File: src/rtl/mamba_pkg.sv
// Shared Mamba datapath types and helpers: state-vector typedef and the
// word/frame geometry functions used by the packer.
package mamba_pkg;

  localparam int TILE_SIZE_DEF  = 4;
  localparam int DATA_WIDTH_DEF = 16;

  typedef logic signed [DATA_WIDTH_DEF-1:0] elem_t;
  typedef elem_t [TILE_SIZE_DEF-1:0]        vec_t;

  // Vectors per packed output word.
  function automatic int calc_vpb(input int data_w, input int tile, input int dw);
    return data_w / (tile * dw);
  endfunction

  // Output words (beats) per frame.
  function automatic int calc_bpf(input int d, input int tile, input int vpb);
    return d / (tile * vpb);
  endfunction

endpackage

File: src/rtl/state_vec_packer.sv
// Packs TILE_SIZE-element state vectors into DATA_W-bit AXI-Stream words and
// marks frame ends. Optional flush of a partial word: STATE_VEC_PACKER_FLUSH_EN.
module state_vec_packer
  import mamba_pkg::*;
#(
  parameter int TILE_SIZE  = 4,
  parameter int DATA_WIDTH = 16,
  parameter int DATA_W     = 256,
  parameter int D          = 256
) (
  input  logic                            clk,
  input  logic                            rst_n,
  input  logic                            in_valid,
  output logic                            in_ready,
  input  logic [TILE_SIZE*DATA_WIDTH-1:0] in_vec,
  output logic                            m_axis_TVALID,
  input  logic                            m_axis_TREADY,
  output logic [DATA_W-1:0]               m_axis_TDATA,
  output logic                            m_axis_TLAST,
`ifdef STATE_VEC_PACKER_FLUSH_EN
  input  logic                            flush,
`endif
  output logic                            frame_done
);

  localparam int VEC_W  = TILE_SIZE * DATA_WIDTH;
  localparam int VPB    = calc_vpb(DATA_W, TILE_SIZE, DATA_WIDTH);
  localparam int BPF    = calc_bpf(D, TILE_SIZE, VPB);
  localparam int LANE_W = (VPB > 1) ? $clog2(VPB) : 1;
  localparam int BEAT_W = (BPF > 1) ? $clog2(BPF) : 1;
  localparam logic [LANE_W-1:0] LAST_LANE = LANE_W'(VPB - 1);
  localparam logic [BEAT_W-1:0] LAST_BEAT = BEAT_W'(BPF - 1);

  logic [LANE_W-1:0] lane_cnt_q, lane_cnt_d;
  logic [BEAT_W-1:0] beat_cnt_q, beat_cnt_d;
  logic [DATA_W-1:0] asm_q, asm_d;
  logic [DATA_W-1:0] out_data_q, out_data_d;
  logic              out_valid_q, out_valid_d;
  logic              out_last_q, out_last_d;

  logic              out_fire, out_stall, in_ready_c, in_fire, load;
  logic [DATA_W-1:0] word_next;
`ifdef STATE_VEC_PACKER_FLUSH_EN
  logic              flush_pend_q, flush_pend_d;
  logic              flush_req, flush_load;
`endif

  always_comb begin
    out_fire  = out_valid_q && m_axis_TREADY;
    out_stall = out_valid_q && !m_axis_TREADY;
`ifdef STATE_VEC_PACKER_FLUSH_EN
    flush_req  = flush || flush_pend_q;
    in_ready_c = !(out_stall && ((lane_cnt_q == LAST_LANE) || flush_req));
`else
    in_ready_c = !(out_stall && (lane_cnt_q == LAST_LANE));
`endif
    in_fire = in_valid && in_ready_c;

    // A new word starts from zero so unfilled lanes never carry stale data.
    word_next = (lane_cnt_q == '0) ? '0 : asm_q;
    if (in_fire) word_next[int'(lane_cnt_q)*VEC_W +: VEC_W] = in_vec;

    lane_cnt_d  = lane_cnt_q;
    beat_cnt_d  = beat_cnt_q;
    asm_d       = asm_q;
    out_data_d  = out_data_q;
    out_valid_d = out_valid_q;
    out_last_d  = out_last_q;
    load        = 1'b0;

    // The beat counter restarts after any last word, including a flushed one.
    if (out_fire) begin
      out_valid_d = 1'b0;
      beat_cnt_d  = out_last_q ? '0 : beat_cnt_q + 1'b1;
    end

    if (in_fire) begin
      if (lane_cnt_q == LAST_LANE) begin
        load       = 1'b1;
        lane_cnt_d = '0;
        asm_d      = '0;
      end else begin
        asm_d      = word_next;
        lane_cnt_d = lane_cnt_q + 1'b1;
      end
    end

`ifdef STATE_VEC_PACKER_FLUSH_EN
    flush_pend_d = 1'b0;
    flush_load   = 1'b0;
    if (flush_req) begin
      if (out_stall) begin
        flush_pend_d = 1'b1;
      end else if (in_fire || (lane_cnt_q != '0)) begin
        load       = 1'b1;
        flush_load = 1'b1;
        lane_cnt_d = '0;
        asm_d      = '0;
      end else begin
        beat_cnt_d = '0;
      end
    end
`endif

    // beat_cnt_d is the index of the word being loaded: the previous word has
    // either just left or the register was already empty.
    if (load) begin
      out_data_d  = word_next;
      out_valid_d = 1'b1;
      out_last_d  = (beat_cnt_d == LAST_BEAT);
`ifdef STATE_VEC_PACKER_FLUSH_EN
      if (flush_load) out_last_d = 1'b1;
`endif
    end
  end

  always_ff @(posedge clk or negedge rst_n) begin
    if (!rst_n) begin
      lane_cnt_q   <= '0;
      beat_cnt_q   <= '0;
      asm_q        <= '0;
      out_data_q   <= '0;
      out_valid_q  <= 1'b0;
      out_last_q   <= 1'b0;
`ifdef STATE_VEC_PACKER_FLUSH_EN
      flush_pend_q <= 1'b0;
`endif
    end else begin
      lane_cnt_q   <= lane_cnt_d;
      beat_cnt_q   <= beat_cnt_d;
      asm_q        <= asm_d;
      out_data_q   <= out_data_d;
      out_valid_q  <= out_valid_d;
      out_last_q   <= out_last_d;
`ifdef STATE_VEC_PACKER_FLUSH_EN
      flush_pend_q <= flush_pend_d;
`endif
    end
  end

  assign in_ready      = in_ready_c;
  assign m_axis_TVALID = out_valid_q;
  assign m_axis_TDATA  = out_data_q;
  assign m_axis_TLAST  = out_last_q;
  assign frame_done    = out_fire && out_last_q;

endmodule

File: config.mk
export PLATFORM = sky130hd
export DESIGN_NAME = state_vec_packer
export DESIGN_NICKNAME = d
export VERILOG_FILES = /design/src/rtl/mamba_pkg.sv /design/src/rtl/state_vec_packer.sv
export SDC_FILE = /design/constraint.sdc
export NUM_CORES = 1
export LEC_CHECK = 0
export ABC_CLOCK_PERIOD_IN_PS = 2400
export BUFFER_PORTS_ARGS = -buffer_cell sky130_fd_sc_hd__buf_2
export CAP_MARGIN = 10
export CORE_MARGIN = 2
export CORE_UTILIZATION = 50
export CTS_CLUSTER_SIZE = 14
export DETAILED_ROUTE_END_ITERATION = 10
export PLACE_DENSITY = 0.81
export SLEW_MARGIN = 20
export SYNTH_ARGS = -nofsm -noshare
export SYNTH_HDL_FRONTEND = slang
export SYNTH_SLANG_ARGS = --single-unit
File: constraint.sdc
create_clock -name clk -period 2.4 [get_ports clk]
set_input_delay 0.12 -clock clk [delete_from_list [all_inputs] [get_ports clk]]
set_output_delay 0.12 -clock clk [all_outputs]
set_load 0.05 [all_outputs]
# [Word level (Yosys, flattened, before mapping)]
# Cells that the tools add are included.
[op_classes] shifts=2 muxes=11 reduce_logical=9 n_addsub=3 n_eq_ne=2
[ops] operator="two-way mux 256 bit" count=3
[ops] operator="bitwise mux 256 bit" count=1
[ops] operator="variable shift 64 x 33 -> 256 bit, first input constant" count=1
[ops] operator="variable part select 64 x 33 -> 256 bit" count=1
[ops] operator="negator 8 -> 33 bit" count=1
[ops] operator="two-way mux 4 bit" count=2
[ops] operator="logical AND 1 bit" count=5
[ops] operator="adder 4 x 1 -> 4 bit, second input constant" count=1
[ops] operator="== test 4 bit, second input constant" count=1
[ops] operator="two-way mux 1 bit" count=4
[ops] operator="adder 2 x 1 -> 2 bit, second input constant" count=1
[ops] operator="== test 2 bit, second input constant" count=1
[ops] operator="logical NOT 1 bit" count=2
[ops] operator="logical NOT 2 bit" count=1
[ops] operator="two-way mux 2 bit" count=1
[ops] operator="nonzero test 2 bit" count=1
[totals] reg_bits=520 out_inout_bits=260 wordCells=33

# [Depth between registers and ports, before layout]
# Gate-level depths: netlist of the first run.
[logic_depth] depth_word=7 depth_mapped=9 ltp_nobuf=6

# [Worst setup path after synthesis of the first run]
# Ideal clock, no wire load.
[synth_path] path_type="reg-to-reg" from="register lane_cnt_q[0]" to="register asm_q[101]" period_less_slack_ps=2086 arrival_ps=2020 path_slack_ps=314 n_path_buf=2 setup_time_ps=66 stages_incl_launch_ff=7 cell_sequence="dfrtp_1 > inv_2 > ha_1 > buf_2 > o31ai_1 > clkbuf_1 > a22o_1"
[synth_via] elab_chain_len=6 word_cells_on_any_way=12 cone_classes="1 x add/sub; 1 x eq/ne; 2 x shift; 4 x mux; 4 x reduce/logical"
[synth_rtl] item="start: declaration" line="state_vec_packer.sv:34" source="logic [LANE_W-1:0] lane_cnt_q, lane_cnt_d;"
[synth_rtl] item="start signal: assignment" line="state_vec_packer.sv:129" source="lane_cnt_q <= lane_cnt_d;"
[synth_rtl] item="branches (longest 6 deep; another with negator 8 -> 33 bit)"
[synth_rtl] item="end signal: assignment" line="state_vec_packer.sv:131" source="asm_q <= asm_d;"
[synth_rtl] item="end: declaration" line="state_vec_packer.sv:36" source="logic [DATA_W-1:0] asm_q, asm_d;"
# Several ways; the timed one is not identified.
# A chain may end at the register's enable or synchronous reset.

# [Worst setup path in the final report of the first run]
[layout_path] from="register lane_cnt_q[0]" to="register out_data_q[213], in the netlist m_axis_TDATA[213]"
[layout_via] elab_chain_len=5 word_cells_on_any_way=13 cone_classes="1 x add/sub; 1 x eq/ne; 2 x shift; 5 x mux; 4 x reduce/logical"
[layout_rtl] item="branches (longest 5 deep; another with negator 8 -> 33 bit)"
[layout_rtl] item="end signal: assignment" line="state_vec_packer.sv:132" source="out_data_q <= out_data_d;"
[layout_rtl] item="end: declaration" line="state_vec_packer.sv:37" source="logic [DATA_W-1:0] out_data_q, out_data_d;"
# Several ways; the timed one is not identified.

==> qor.yml, run 1 <==
status: "complete, but fails checks"
violations: "DRC"
criticalPathCategory: "reg -> reg"
period_share_pct: 92.3
rsz0062_at_grt: "false"
dr_total_vias: 14400
critPathMaxFanout: 24
initialDrtViolationCount: 1167
netlist.area_leader.share_pct: 62.9
hold_viol_final: 0
drt_wl_total_mm: 52.5
p_leak_nw: 11.1
finalPower_mw: 30.8
layout_setup_ws_ps: 184
fmax_ghz: 0.451
cts-root-buf: "clkbuf_16"
numCtsBuffers: 46
timing.critical_path.cells: "buf_4 -> ha_1 -> nand3_4 -> nor4_4 -> buf_4 -> a22o_1"
p_int_mw: 17.3
drtPass1Iterations: 10
cap_viol_max_count: 0
synth_area_leaders: "dfrtp_1 (63%), a22o_1 (12%), a22oi_1 (5.3%)"
crit_slowest_cell: "ha_1"
post-synth-top-area-cell: "dfrtp_1"
p_per_area_nw_per_um2: 1350
holdCritPathClass: "in -> async"
cts_sinks: 456
ys_warn_count: 0
drive_above_1_share_pct: 24.9
drc: 24
tightest_slew_ps: 971
whs_ps: 173
setup_tns_ps: 0
relSlewSlack_pct: 35.1
core_um2: 35700
end_kind: "flop"
grt_max_degree: 111
peakVddDrop_mv: 1.08
cts_tree: "done"
crit_top_cell: "buf_4"
pin_count: 328
p_seq_share_pct: 35.5
nets: 1982
power.switching_mw: 13.5
rows: 69
design.die.area_um2: 37800
initial_utilization_pct: 50.8
io_buffers: 327
area_growth_pct: 25.7
ys_seq_area_share_pct: 62.9
grt_pass1_wl_mm: 83.2
place_congestion: 0.861
grt_pass1_vias: 14600
utilization_pct: 63.9
fin_crit_ps: 2220
clockBufferDepth: 3
die_h_um: 194
fin_skew_ps: 11.4
cts_max_level: 2
p_sw_share_pct: 43.8
finalSetupViolCount: 0
synth_area_per_cell_um2: 11.8
place_ws_ps: 95.1
path_buf_inv: 2
comb_power_share_pct: 40.2
synth_cell_types: 35
post_drt_via_cell_ratio: 5.98
wl_per_cell_um: 21.8
syn_area_um2: 18100
clk_pin_slew_ps: 60
ys_seq_elements: 456
max_stage_delay_ps: 400
grt-ovfl-total: 0
track_usage_pct: 27.8
syn-num-nets: 1616
drtAntennaViolNets: 0
antenna_found_initial: 1
clkPwrFrac_pct: 24.3
slew_viol_final: 0
critPathRequiredTime_ps: 2880
die_x_um: 194
synthCells: 1542
path_delay_family: "simple AND/OR/NAND/NOR gates"
clk_latency_ps: 550
worstSetupStartpointType: "flop"
arrival_ps: 2690
hpwl_mm: 32.7
antenna_cells: 0
[routing by layer]
layer	vias to the layer above	routed length, µm	track usage (%)
li1	6392	-	-
met1	7279	21400	37.1
met2	632	25400	45.7
met3	84	4380	6.37
met4	2	1250	8.29
met5	-	13	0
[worst paths after layout]
check / start / endpoint / slack (ps) / cells past startpoint
worst min-delay path: rst_n / m_axis_TDATA[20] / 170 / 2
worst max-delay path: lane_cnt_q[0] / m_axis_TDATA[213] / 180 / 6
worst min register to register: m_axis_TDATA[57] / m_axis_TDATA[57] / 470 / 2
min in group clk: in_vec[48] / asm_q[48] / 450 / 3
worst max register to register: lane_cnt_q[0] / m_axis_TDATA[213] / 180 / 6
max in group asynchronous: rst_n / m_axis_TDATA[164] / 1290 / 3
[layout by cell type (no fill, tap or decap), drive strengths merged, types with 2 or more instances in the layout]
cell type	instances
o21ai	194
a21oi	66
inv	5
clkinvlp	2
nor4	3
mux2i	2
o31ai	3
ha	6
nand2b	3
dfrtp	456
bufinv	3
nand2	202
a22oi	128
clkbuf	70
dlygate4sd3	67
nor2b	65
a22o	256
nand3	2
nand4b	2
nor3	2
nor2	4
buf	386
clkinv	9
[sequential cells by signal, summed over array words and instances (netlist names)]
| signal | flops |
|---|---|
| lane_cnt_q | 2 |
| beat_cnt_q | 4 |
| m_axis_TVALID | 1 |
| m_axis_TLAST | 1 |
| m_axis_TDATA | 256 |
| asm_q | 192 |
[power groups by stage]
stage,combinational (mW),sequential (mW),clock (mW)
global route,13.0,11.2,7.92
global placement,12.0,10.9,0
floorplan,3.68,15.8,0
finish,12.4,11.0,7.48
detailed placement,12.3,11.0,0
CTS,12.4,10.9,7.58
[per-stage QoR]
step	std cells	cell area, µm²
after global routing	2406	22800
final	2406	22800
after global placement	2254	20500
after CTS	2406	22800
after floorplan	1542	18100
after detailed placement	2254	20500
[cell type report]
| cell class | count | area, µm² |
|---|---|---|
| fillers | 2651 | 12900 |
| flip-flops and latches | 456 | 11400 |
| multi-input cells | 947 | 6160 |
| repair buffers | 453 | 3010 |
| clock buffers | 70 | 1450 |
| well taps | 461 | 577 |
| clock inverters | 15 | 166 |
| inverters | 4 | 15.0 |
[logic make-up (layout without fill, tap and decap cells)]
family	count (synthesis)	after routing	synth area share, %
AOI/OAI and AO/OA	651	651	25.3
DFF	456	456	62.9
and+or+nand+nor	287	287	7.42
buffers and inverters	139	542	3.78
adders and majority gates	6	6	0.414
muxes	3	3	0.173
[Yosys cell counts (all sizes together)]
library cell / instances
and3b: 1
nand3: 2
a21bo: 1
ha: 6
clkbuf: 72
o21ai: 194
nand2: 202
nor4bb: 1
dfrtp: 456
mux2i: 2
a21oi: 66
nand4b: 2
and3: 1
inv: 4
nor2b: 65
a21boi: 1
nand2b: 3
nor4: 3
a22o: 256
nor3: 2
buf: 63
o21a: 1
o31ai: 3
mux2: 1
o41ai: 1
and2b: 1
a22oi: 128
nor2: 4
[worst register-to-register path: cells and delay by family, from the launching register on]
family	cells	cell delay (ps)
simple gates	2	620
buf+inv	2	570
compound gates	1	210
fa+ha+maj	1	400
flops	1	350
[timing repair]
| item | 4_1_cts | 5_1_grt |
|---|---|---|
| endpoints found under the hold margin | 427 | 0 |
| hold buffers | 67 | 0 |
| buffers inserted | 0 | 0 |
| gates resized for setup | 0 | 1 |
| setup endpoints to repair | 0 | 10 |
(Power assumes the default switching activity.)
==> run 2: changes to the inputs <==
- CORE_MARGIN: 2 -> 10
- PLACE_DENSITY: 0.81 -> 0.73
==> run 2 against run 1 <==
Via count is 1.5% lower; worst hold slack worse by 120 ps; final cell count is 0.33% lower; non-clock buffer count is 9 lower; final area is 0.63% lower; flip-flop and latch count stayed put; the run now ends clean; routed wire length is 3.5% higher; critical path type unchanged; largest power group unchanged; global-route usage is 3.8 points lower; critical endpoint is now m_axis_TDATA[80]; total power is 0.70% lower; fmax is 0.81% lower; critical path depth stayed put; die area is 17% higher.
==> qor.yml, run 2 (synthesis results as in run 1) <==
status: "finished clean"
critPathMaxFanout: 31
p_int_mw: 17.2
io_buffers: 327
rows: 69
grt_pass1_vias: 14500
period_share_pct: 93.1
regToRegStartpoint: "lane_cnt_q[1]"
cts_max_level: 2
slew_viol_final: 0
met3_usage_pct: 6.90
drtPass1Iterations: 5
use_met1_pct: 31.7
worstSetupStartpointType: "flop"
layout_common_cells: "dfrtp_1 (456), buf_2 (326), a22o_1 (256), nand2_1 (202), a22oi_1 (128)"
end_kind: "flop"
wl_per_cell_um: 22.6
critPathRequiredTime_ps: 2880
p_per_area_nw_per_um2: 1350
p_sw_share_pct: 43.9
design.die.area_um2: 44300
met2_usage_pct: 38.1
drt_wl_total_mm: 54.3
cts-root-buf: "clkbuf_16"
holdPathEnd: "lane_cnt_q[0]"
die_h_um: 210
grt-busiest-layer: "met2"
post_drt_via_cell_ratio: 5.91
initialDrtViolationCount: 1145
cts_tree: "done"
comb_power_share_pct: 40.2
fmax_ghz: 0.448
die_x_um: 210
timing.rr.end: "m_axis_TDATA[80]"
whs_ps: 49.0
cts_setup_buffers: 0
cts_sinks: 456
setup_tns_ps: 0
core_um2: 35700
criticalPathCategory: "reg -> reg"
reg2regPathDepth: 6
rrSetupSlack_ps: 170
hpwl_mm: 34.7
grt_pass1_wl_mm: 85.7
largest_reg_flops: 256
track_usage_pct: 23.9
rsz0062_at_grt: "false"
drtAntennaViolNets: 0
numCtsBuffers: 47
grt-ovfl-total: 0
p_seq_share_pct: 35.8
cap_viol_max_count: 0
layout_commonest_cell: "dfrtp_1"
clk_pin_slew_ps: 60
tightest_slew_ps: 976
clockBufferDepth: 3
fin_crit_ps: 2230
drc: 0
fin_skew_ps: 14.2
p_leak_nw: 11.1
antenna_found_initial: 3
place_congestion: 0.828
hold_viol_final: 0
min_delay_path_depth: 3
initial_utilization_pct: 50.8
holdCritPathClass: "in -> reg"
dr_total_vias: 14200
pin_count: 328
clkPwrFrac_pct: 24.0
utilization_pct: 63.5
relSlewSlack_pct: 34.9
peakVddDrop_mv: 1.10
holdCritStartpoint: "in_valid"
area_growth_pct: 24.9
power.switching_mw: 13.4
drive_above_1_share_pct: 24.4
finalSetupViolCount: 0
clk_latency_ps: 560
fillers: 2731
nets: 1975
grt_max_degree: 86
arrival_ps: 2710
run 2: how the worst max path moves through the flow:
stage | start | to | slack [ps] | cells after the start
after floorplan | lane_cnt_q[0] | asm_q[101] | 310 | 6
after global placement | lane_cnt_q[0] | m_axis_TDATA[162] | 230 | 6
after detailed placement | lane_cnt_q[1] | asm_q[85] | 140 | 6
after CTS | lane_cnt_q[1] | asm_q[86] | 100 | 6
after global routing | lane_cnt_q[1] | m_axis_TDATA[116] | 4 | 7
final | lane_cnt_q[1] | m_axis_TDATA[80] | 170 | 6
run 2: power groups by stage:
stage                     Combinational [mW]  Clock, mW  Sequential, mW
after floorplan                         3.68          0            15.8
after global placement                  12.0          0            10.9
after detailed placement                12.2          0            11.0
after CTS                               12.3       7.46            10.9
after global routing                    13.0       7.79            11.2
final                                   12.3       7.35            10.9
run 2: area by class of cell:
cell class              count  area [µm²]  share of cell area, %
clock inverters             9        95.1                  0.420
flip-flops and latches    456       11400                   50.4
well taps                 461         577                   2.55
diodes                      2        5.00                 0.0221
inverters                   4        15.0                 0.0663
multi-input cells         948        6160                   27.2
repair buffers            444        2910                   12.8
clock buffers              74        1470                   6.49
run 2: critical path, stage by stage, from the launching register on:
cell	delay (ps)
dfrtp_1	380
inv_1	120
ha_4	240
buf_4	260
nor2_4	790
a22oi_1	190
o21ai_1	170
run 2: metrics by stage:
step	total power [mW]	instance area [µm²]	worst slack [ps]	std cells
global placement	23.0	20400	231	2246
CTS	30.7	22600	101	2395
detailed placement	23.2	20400	142	2246
global route	32.0	22600	4.41	2398
floorplan	19.4	18100	314	1542
finish	30.6	22600	166	2398
run 2: timing repair:
action,4_1_cts,5_1_grt
hold buffers,66,0
setup endpoints to repair,0,60
hold endpoints to repair,570,0
gates resized for setup,0,1
run 2: per-layer routing:
metal,vias up,part of all wire [%]
met3,77,9.3
met1,7137,41
met2,599,47
li1,6361,-
met4,2,2.1
met5,-,0.028
